File: src/rtl/oled_text_engine.sv
// rtl/oled_text_engine.sv - SSD1306 slot-table glyph renderer emitting 24-bit IIC words
// OLED_INVERT_EN: when defined, desc_data[19] selects per-slot reverse video on glyph bytes.
module oled_text_engine #(
    parameter int         SLOT_NUM = 16,
    parameter int         SLOT_W   = 4,
    parameter logic [7:0] I2C_ADDR = 8'h78
) (
    input  logic              sys_clk,
    input  logic              rst_n,
    input  logic              start,
    input  logic [SLOT_W:0]   num_slots,
    output logic [SLOT_W-1:0] desc_addr,
    input  logic [19:0]       desc_data,
    output logic [12:0]       font_addr,
    input  logic [7:0]        font_data,
    output logic              cmd_valid,
    output logic [23:0]       cmd_data,
    input  logic              write_done,
    output logic              busy,
    output logic              done
);
    typedef enum logic [2:0] {IDLE, DESC, FETCH, SEND, DONE} state_t;

    localparam logic [SLOT_W:0] SLOT_MAX = SLOT_NUM[SLOT_W:0];
    localparam logic [SLOT_W:0] SLOT_ONE = {{SLOT_W{1'b0}}, 1'b1};

    state_t            state_q, state_d;
    logic [SLOT_W-1:0] slot_q, slot_d;
    logic [SLOT_W:0]   cnt_q, cnt_d;
    logic [2:0]        page_q, page_d;
    logic [6:0]        col_q, col_d;
    logic [7:0]        glyph_q, glyph_d;
    logic              size_q, size_d;
    logic              row_q, row_d;
    logic [4:0]        word_q, word_d;
    logic [12:0]       font_addr_q, font_addr_d;
    logic [7:0]        cmd_byte_q, cmd_byte_d;
    logic              is_data_q, is_data_d;
    logic              cmd_valid_q, cmd_valid_d;
    logic              busy_q, busy_d;
    logic              done_q, done_d;

    logic [SLOT_W:0]   clamp_cnt;
    logic [SLOT_W:0]   slot_nxt;
    logic [4:0]        last_word;
    logic [4:0]        widx;
    logic [2:0]        pg_row;
    logic              to_fetch;
    logic [7:0]        data_byte;

`ifdef OLED_INVERT_EN
    logic inv_q, inv_d;
    assign data_byte = inv_q ? ~font_data : font_data;
`else
    logic unused_inv;
    assign unused_inv = desc_data[19];
    assign data_byte  = font_data;
`endif

    assign clamp_cnt = (num_slots > SLOT_MAX) ? SLOT_MAX : num_slots;
    assign slot_nxt  = {1'b0, slot_q} + SLOT_ONE;
    assign last_word = size_q ? 5'd18 : 5'd10;

    always_comb begin
        state_d     = state_q;
        slot_d      = slot_q;
        cnt_d       = cnt_q;
        page_d      = page_q;
        col_d       = col_q;
        glyph_d     = glyph_q;
        size_d      = size_q;
        row_d       = row_q;
        word_d      = word_q;
        font_addr_d = font_addr_q;
        cmd_byte_d  = cmd_byte_q;
        is_data_d   = is_data_q;
        cmd_valid_d = cmd_valid_q;
        done_d      = 1'b0;
        to_fetch    = 1'b0;
`ifdef OLED_INVERT_EN
        inv_d       = inv_q;
`endif
        case (state_q)
            IDLE: begin
                if (start) begin
                    cnt_d   = clamp_cnt;
                    slot_d  = '0;
                    state_d = (clamp_cnt == '0) ? DONE : DESC;
                    done_d  = (clamp_cnt == '0);
                end
            end
            DESC: begin
                page_d   = desc_data[17:15];
                col_d    = desc_data[14:8];
                glyph_d  = desc_data[7:0];
                size_d   = desc_data[18];
`ifdef OLED_INVERT_EN
                inv_d    = desc_data[19];
`endif
                row_d    = 1'b0;
                word_d   = 5'd0;
                to_fetch = 1'b1;
                state_d  = FETCH;
            end
            FETCH: begin
                cmd_valid_d = 1'b1;
                state_d     = SEND;
            end
            SEND: begin
                if (write_done) begin
                    cmd_valid_d = 1'b0;
                    if (word_q != last_word) begin
                        word_d   = word_q + 5'd1;
                        to_fetch = 1'b1;
                        state_d  = FETCH;
                    end else if (!row_q) begin
                        row_d    = 1'b1;
                        word_d   = 5'd0;
                        to_fetch = 1'b1;
                        state_d  = FETCH;
                    end else if (slot_nxt < cnt_q) begin
                        slot_d  = slot_nxt[SLOT_W-1:0];
                        state_d = DESC;
                    end else begin
                        done_d  = 1'b1;
                        state_d = DONE;
                    end
                end
            end
            DONE:    state_d = IDLE;
            default: state_d = IDLE;
        endcase

        // Word setup happens on entry to FETCH so font_addr is stable a full cycle before data is used.
        widx   = word_d - 5'd3;
        pg_row = page_d + {2'b00, row_d};
        if (to_fetch) begin
            is_data_d = (word_d >= 5'd3);
            case (word_d)
                5'd0:    cmd_byte_d = {5'b10110, pg_row};
                5'd1:    cmd_byte_d = {4'h0, col_d[3:0]};
                default: cmd_byte_d = {5'b00010, col_d[6:4]};
            endcase
            if (word_d >= 5'd3) begin
                font_addr_d = {glyph_d, row_d, widx[3:0]};
            end
        end
        busy_d = (state_d != IDLE);
    end

    always_ff @(posedge sys_clk or negedge rst_n) begin
        if (!rst_n) begin
            state_q     <= IDLE;
            slot_q      <= '0;
            cnt_q       <= '0;
            page_q      <= '0;
            col_q       <= '0;
            glyph_q     <= '0;
            size_q      <= 1'b0;
            row_q       <= 1'b0;
            word_q      <= '0;
            font_addr_q <= '0;
            cmd_byte_q  <= '0;
            is_data_q   <= 1'b0;
            cmd_valid_q <= 1'b0;
            busy_q      <= 1'b0;
            done_q      <= 1'b0;
`ifdef OLED_INVERT_EN
            inv_q       <= 1'b0;
`endif
        end else begin
            state_q     <= state_d;
            slot_q      <= slot_d;
            cnt_q       <= cnt_d;
            page_q      <= page_d;
            col_q       <= col_d;
            glyph_q     <= glyph_d;
            size_q      <= size_d;
            row_q       <= row_d;
            word_q      <= word_d;
            font_addr_q <= font_addr_d;
            cmd_byte_q  <= cmd_byte_d;
            is_data_q   <= is_data_d;
            cmd_valid_q <= cmd_valid_d;
            busy_q      <= busy_d;
            done_q      <= done_d;
`ifdef OLED_INVERT_EN
            inv_q       <= inv_d;
`endif
        end
    end

    // Data words pass the ROM byte straight through; it is stable because font_addr is held.
    assign cmd_data  = cmd_valid_q ? {I2C_ADDR, (is_data_q ? 8'h40 : 8'h00),
                                      (is_data_q ? data_byte : cmd_byte_q)} : 24'h0;
    assign desc_addr = slot_q;
    assign font_addr = font_addr_q;
    assign cmd_valid = cmd_valid_q;
    assign busy      = busy_q;
    assign done      = done_q;

endmodule

File: config.mk
export PLATFORM = sky130hd
export DESIGN_NAME = oled_text_engine
export DESIGN_NICKNAME = d
export VERILOG_FILES = /design/src/rtl/oled_text_engine.sv
export SDC_FILE = /design/constraint.sdc
export NUM_CORES = 1
export LEC_CHECK = 0
export CORE_AREA = 2 2 85 87
export CTS_CLUSTER_DIAMETER = 40
export DETAILED_ROUTE_END_ITERATION = 12
export DIE_AREA = 0 0 87 89
export PLACE_DENSITY = 0.78
export REMOVE_ABC_BUFFERS = 1
export SLEW_MARGIN = 10
export SYNTH_ARGS = -nofsm -noshare
export SYNTH_HDL_FRONTEND = slang
export SYNTH_SLANG_ARGS = --single-unit
File: constraint.sdc
create_clock -name sys_clk -period 2.95 [get_ports sys_clk]
set_input_delay 0.59 -clock sys_clk [delete_from_list [all_inputs] [get_ports sys_clk]]
set_output_delay 0.59 -clock sys_clk [all_outputs]
set_load 0.05 [all_outputs]
* After elaboration in Yosys (flattened, before gate mapping)
Index checks and enable logic that the tools add are counted.
** Storage, ports and cells
- Register bits after elaboration :: 62
- Bits in latches :: 0
- Bits in writable memories :: 0
- Bits in read-only memories :: 0
- Input port bits :: 37
- Output and inout port bits :: 44
- Word-level logic and storage cells :: 83
- Memories kept :: 0
** Cells by class
- Add/sub/neg operators :: 4
- Multiply operators :: 0
- Divide/modulo/power cells :: 0
- Magnitude comparators :: 3
- Equality and inequality tests :: 10
- Shifts and indexed selects :: 0
- Mux-type cells :: 41
- Bitwise operators :: 0
- Reduce and logical (&&, ||, !) cells :: 10
** Operators with widths (number)
- $mux W5 :: 5
- $mux W23 :: 1
- $mux W3 :: 7
- $mux W4 :: 5
- $mux W8 :: 2
- $pmux W8 S2 :: 1
- $mux W7 :: 2
- $pmux W3 S4 :: 1
- $mux W1 :: 11
- $logic_not A5 Y1 :: 2
- $ne A2 B2 Y1 const B :: 5
- $pmux W5 S2 :: 1
- $pmux W1 S2 :: 4
- $pmux W4 S2 :: 1
- $eq A3 B2 Y1 const B :: 2
- $reduce_and A2 Y1 :: 3
- $reduce_and A6 Y1 :: 1
- $add A4 B1 Y5 const B :: 1
- $add A5 B1 Y5 const B :: 1
- $eq A5 B1 Y1 const B :: 1
- $ge A5 B2 Y1 const B :: 1
- $gt A5 B5 Y1 const B :: 1
- $lt A5 B5 Y1 :: 1
- $ne A5 B5 Y1 :: 1
- 6 further kinds :: 7

* Longest topological paths before layout
- Depth in word-level cells :: 8
- Depth in mapped cells :: 12
- Gate-level depth less buffers :: 11

* Least setup slack after synthesis
OpenSTA, ideal clock, no wires.
- Path kind :: flip-flop to flip-flop
- From :: register slot_q[0] (netlist: desc_addr[0])
- To :: register slot_q[0] (netlist: desc_addr[0])
- Setup time :: 0.125 ns
- Arrival time :: 2.642 ns
- Required time :: 2.825 ns
- Path slack :: 0.183 ns
- Cell stages (with the launch flop) :: 9
- Path buffers :: 0
- Period minus slack after synthesis :: 2.767 ns
- Path through :: dfrtp_1 -> ha_1 -> ha_1 -> a21boi_1 -> o21ai_1 -> a21oi_1 -> a2111oi_1 -> o21ai_0 -> mux2_2
** On the way
- Word-level cells in the longest chain between the ends :: 6
- Elaborated cells on any way between the ends :: 9
- Classes of those cells :: add/sub (1); order compare (1); eq/ne (1); mux (5); reduce/logical (1)
** Ends and longest elaborated chain
- from (decl) :: RTL line 28 : logic [SLOT_W-1:0] slot_q, slot_d;
- from (signal assigned) :: RTL line 173 : slot_q <= slot_d;
- $add A4 B1 Y5 (*) :: RTL line 61 : assign slot_nxt = {1'b0, slot_q} + SLOT_ONE;
- parallel branches: the longest is 5 deep, another holds $lt A5 B5 Y1
Every way passes the cells marked *. The select of a mux whose other input is x is not followed.
A chain may end at the register's enable or synchronous reset.

* Worst setup path after layout
- From :: register word_q[3]
- To :: register font_addr_q[12] (netlist: font_addr[12])
** On the way
- Word-level cells in the longest chain between the ends :: 6
- Elaborated cells on any way between the ends :: 11
- Classes of those cells :: add/sub (1); order compare (1); eq/ne (1); mux (7); reduce/logical (1)
** Ends and longest elaborated chain
- from (decl) :: RTL line 35 : logic [4:0] word_q, word_d;
- from (signal assigned) :: RTL line 180 : word_q <= word_d;
- $ne A5 B5 Y1 :: RTL line 112 : if (word_q != last_word) begin
- $mux W5 :: RTL line 112
- $mux W5 :: RTL line 110 : if (write_done) begin
- $pmux W5 S2 :: RTL line 83 : case (state_q)
- net word_d[0] :: RTL line 35
- $ge A5 B2 Y1 :: RTL line 144 : if (word_d >= 5'd3) begin
- $reduce_and A2 Y1 (no source line)
- to (signal assigned) :: RTL line 181 : font_addr_q <= font_addr_d;
- to (decl) :: RTL line 36 : logic [12:0] font_addr_q, font_addr_d;
The timed path passes the listed nets, and every way through them passes these cells.

==> summary.md <==
| Metric | Value |
|---|---|
| Final setup viols | `0` |
| Initial Utilization | `48.8%` |
| Critical path endpoint category | `flip-flop` |
| Static Leakage | `2.01 nW` |
| CP required | `3.17 ns` |
| Detailed Routing Iterations Pass 1 | `4` |
| # placed instances | `483` |
| Clock latency on the worst-skew pair | `0.34 ns` |
| CORE AREA | `6720 sq um` |
| Total number of vias | `2604` |
| TritonCTS Buffers | `9` |
| Vias/cell | `5.22` |
| RSZ-0062 raised after global routing | `no` |
| Initial antenna violation count | `0` |
| Power per Cell Area | `1120 nW/um^2` |
| Slowest-stage cell, CP | `dfrtp_1` |
| CP startpoint | `word_q[3]$_DFF_PN0_` |
| Max-Slew Margin vs Limit | `49.2%` |
| # Post-CTS Setup Buffers | `0` |
| Hold Vio Cnt, Final | `0` |
| Post-DP HPWL | `5.34 mm` |
| Max Cap Viol | `0` |
| Die ar. | `7740 sq um` |
| Reg2reg path depth | `8` |
| Predominant post-synthesis flop cell | `dfrtp_1` |
| Max Transition Viols Final | `0` |
| Initial DRC Count | `184` |
| PortBufs | `68` |
| Die width | `87 um` |
| CTS-repair resized insts | `0` |
| Crit path cell chain | `and3b_1 > o211a_2 > o211ai_1 > and2_1 > inv_1 > ha_1 > o31a_4 > mux2_1` |
| # IOs | `81` |
| Worst Setup EP | `font_addr[12]$_DFFE_PN0P_` |
| Post-synth EDFFs | `0` |
| CTS Hold Bufs | `0` |
| Leading post-synthesis cells by cell area | `dfrtp_1, nand2_1, ha_1` |
| H-tree level count | `3` |
| Avg Synthesized Cell Area | `9.89 sq um` |
| Cell count after synthesis | `332` |
| Layout cells sized above 1 | `16.9%` |
| Largest net degree at the start of global routing | `37` |
| DRC viols | `0` |
| Seq cells post-synth | `60` |
| Clock Tree Root | `clkbuf_8` |
| Status | `finished clean` |
| Clk_skew | `0.00946 ns` |
| Synth top area share | `45.7%` |
| Minimum clock period | `2.67 ns` |
| N_diodes | `0` |
| R2r endpoint | `font_addr[12]$_DFFE_PN0P_` |
| CTS Buffer Depth | `2` |
| R2R Setup Slk | `0.28 ns` |
| CTS sink count | `60` |
| Fmax | `0.375 GHz` |
| DR WL/cell | `14.2 um` |
| Critical Path Max Stage Delay | `0.52 ns` |
| Data arrival, critical path | `2.89 ns` |
| Worst hold path type | `in2async` |
| Die height | `89 um` |
| Final Util | `63.4%` |
| Mapped cell area | `3280 sq um` |
| Post-synthesis sequential area ratio | `45.7%` |
| Critical path type | `reg2reg` |
| Total Wirelength | `7.11 mm` |
| Final cell count without fillers | `499` |
| Final nets | `463` |
| Commonest non-fill, non-tap cell in the layout | `nand2_1` |
| Placer Congestion | `0.871` |
| Row Count | `30` |
| GRT Total Usage | `20.2%` |
| Synth-to-layout area growth | `29.9%` |
| Cell variety after synth | `65` |
| CTS tree | `yes` |
| Yosys top cell by area | `dfrtp_1` |
| CP startpoint kind | `flip-flop` |
| Crit-path max FO | `12` |
| Cell area after placement | `4060 sq um` |
| Fin crit share | `90.5%` |
| Asr flop ratio synth | `100%` |
| Worst-Margin Slew | `0.763 ns` |
| Final ANT Viol Nets | `0` |
| First-pass GRT wire length | `12.1 mm` |
| Vias in the first global route | `2606` |
| VDD IR max | `620 uV` |
| Commonest non-fill, non-tap cells in the layout | `nand2_1, dfrtp_1, clkdlybuf4s50_1` |
| Grt ovf | `0` |
| Synth warn | `0` |
| Design area | `4260 sq um` |
| Clock slew at reported path FFs | `0.07 ns` |
| Worst reg2reg startpoint | `word_q[3]$_DFF_PN0_` |
==> metal layers <==
| layer | routed length (um) | global-route usage (%) |
|---|---|---|
| met1 | 3260 | 26.4 |
| met2 | 3370 | 32.6 |
| met3 | 313 | 3.32 |
| met4 | 161 | 10.2 |
| met5 | 0 | 0 |
==> kinds of logic (layout without fill, tap and decap cells) <==
kind of cell               Yosys count  count (layout)  synth area share (%)
xor gates and xnor gates             5               5                  1.33
adders and majority gates           12              12                  4.57
DFF                                 60              60                  45.7
other                                1              11                 0.114
and+or+nand+nor                    126             126                  18.7
AOI/OAI and AO/OA                   68              68                  15.6
buffers and inverters               42             119                  7.01
muxes                               18              18                  6.86
==> cells in the mapped netlist, drive strengths merged (3+ instances only) <==
cell and number:
a21boi 4, a21o 4, a21oi 8, a22o 3
a22oi 6, a31oi 3, and3 3, buf 22
clkbuf 6, dfrtp 60, ha 12, inv 14
mux2 12, mux2i 6, nand2 69, nand2b 4
nand3 8, nand3b 6, nor2 9, nor2b 7
nor3 5, o21ai 19, xor2 3
==> metrics by stage <==
stage | setup slack, ns | total power [mW] | hold slack [ns] | setup TNS [ns]
2_1_floorplan | -0.783 | 3.15 | 0.294 | -3.75
3_3_place_gp | 0.0180 | 3.97 | 0.448 | 0
3_5_place_dp | -0.0214 | 4.05 | 0.452 | -0.111
4_1_cts | 0.249 | 4.80 | 0.355 | 0
5_1_grt | 0.0497 | 5.11 | 0.387 | 0
6_report | 0.280 | 4.77 | 0.322 | 0
==> critical path, delay by kind of cell, from the launching register on <==
kind | cells | cell delay (ns)
AND/OR/NAND/NOR | 2 | 0.42
multiplexers | 1 | 0.33
flip-flops | 1 | 0.52
AO/OA/AOI/OAI | 3 | 0.99
buffers and inverters | 1 | 0.08
adder cells (fa/ha/maj) | 1 | 0.21
==> area by class of cell <==
class	count	area (sq um)
Clock inverter	7	75.1
Inverter	14	52.6
Tap cell	80	100
Fill cell	560	2460
Multi-Input combinational cell	240	1590
Timing Repair Buffer	89	816
Sequential cell	60	1500
Clock buffer	9	124
==> registers in the layout (all words and copies together) (netlist names) <==
| signal | flops |
|---|---|
| busy | 1 |
| cmd_byte_q | 6 |
| cmd_valid | 1 |
| cnt_q | 5 |
| col_q | 7 |
| desc_addr | 4 |
| done | 1 |
| font_addr | 13 |
| glyph_q | 8 |
| is_data_q | 1 |
| page_q | 3 |
| row_q | 1 |
| size_q | 1 |
| state_q | 3 |
| word_q | 5 |
==> worst min path at each step <==
| stage | start | end | cells after the start |
|---|---|---|---|
| CTS | rst_n | font_addr[8]$_DFFE_PN0P_ | 1 |
| floorplan | rst_n | busy$_DFF_PN0_ | 0 |
| finish | rst_n | font_addr[5]$_DFFE_PN0P_ | 1 |
| detailed placement | col_q[5]$_DFF_PN0_ | col_q[5]$_DFF_PN0_ | 2 |
| global route | rst_n | font_addr[4]$_DFFE_PN0P_ | 1 |
| global placement | col_q[5]$_DFF_PN0_ | col_q[5]$_DFF_PN0_ | 2 |
==> where the power goes <==
part	total, mW	switching [mW]	internal, mW	leakage [nW]
clock network	0.747	0.352	0.395	0.104
logic	2.65	1.61	1.04	1.15
registers	1.37	0.216	1.16	0.753
total	4.77	2.18	2.59	2.01
No activity file was read; power rests on OpenSTA's default activity.
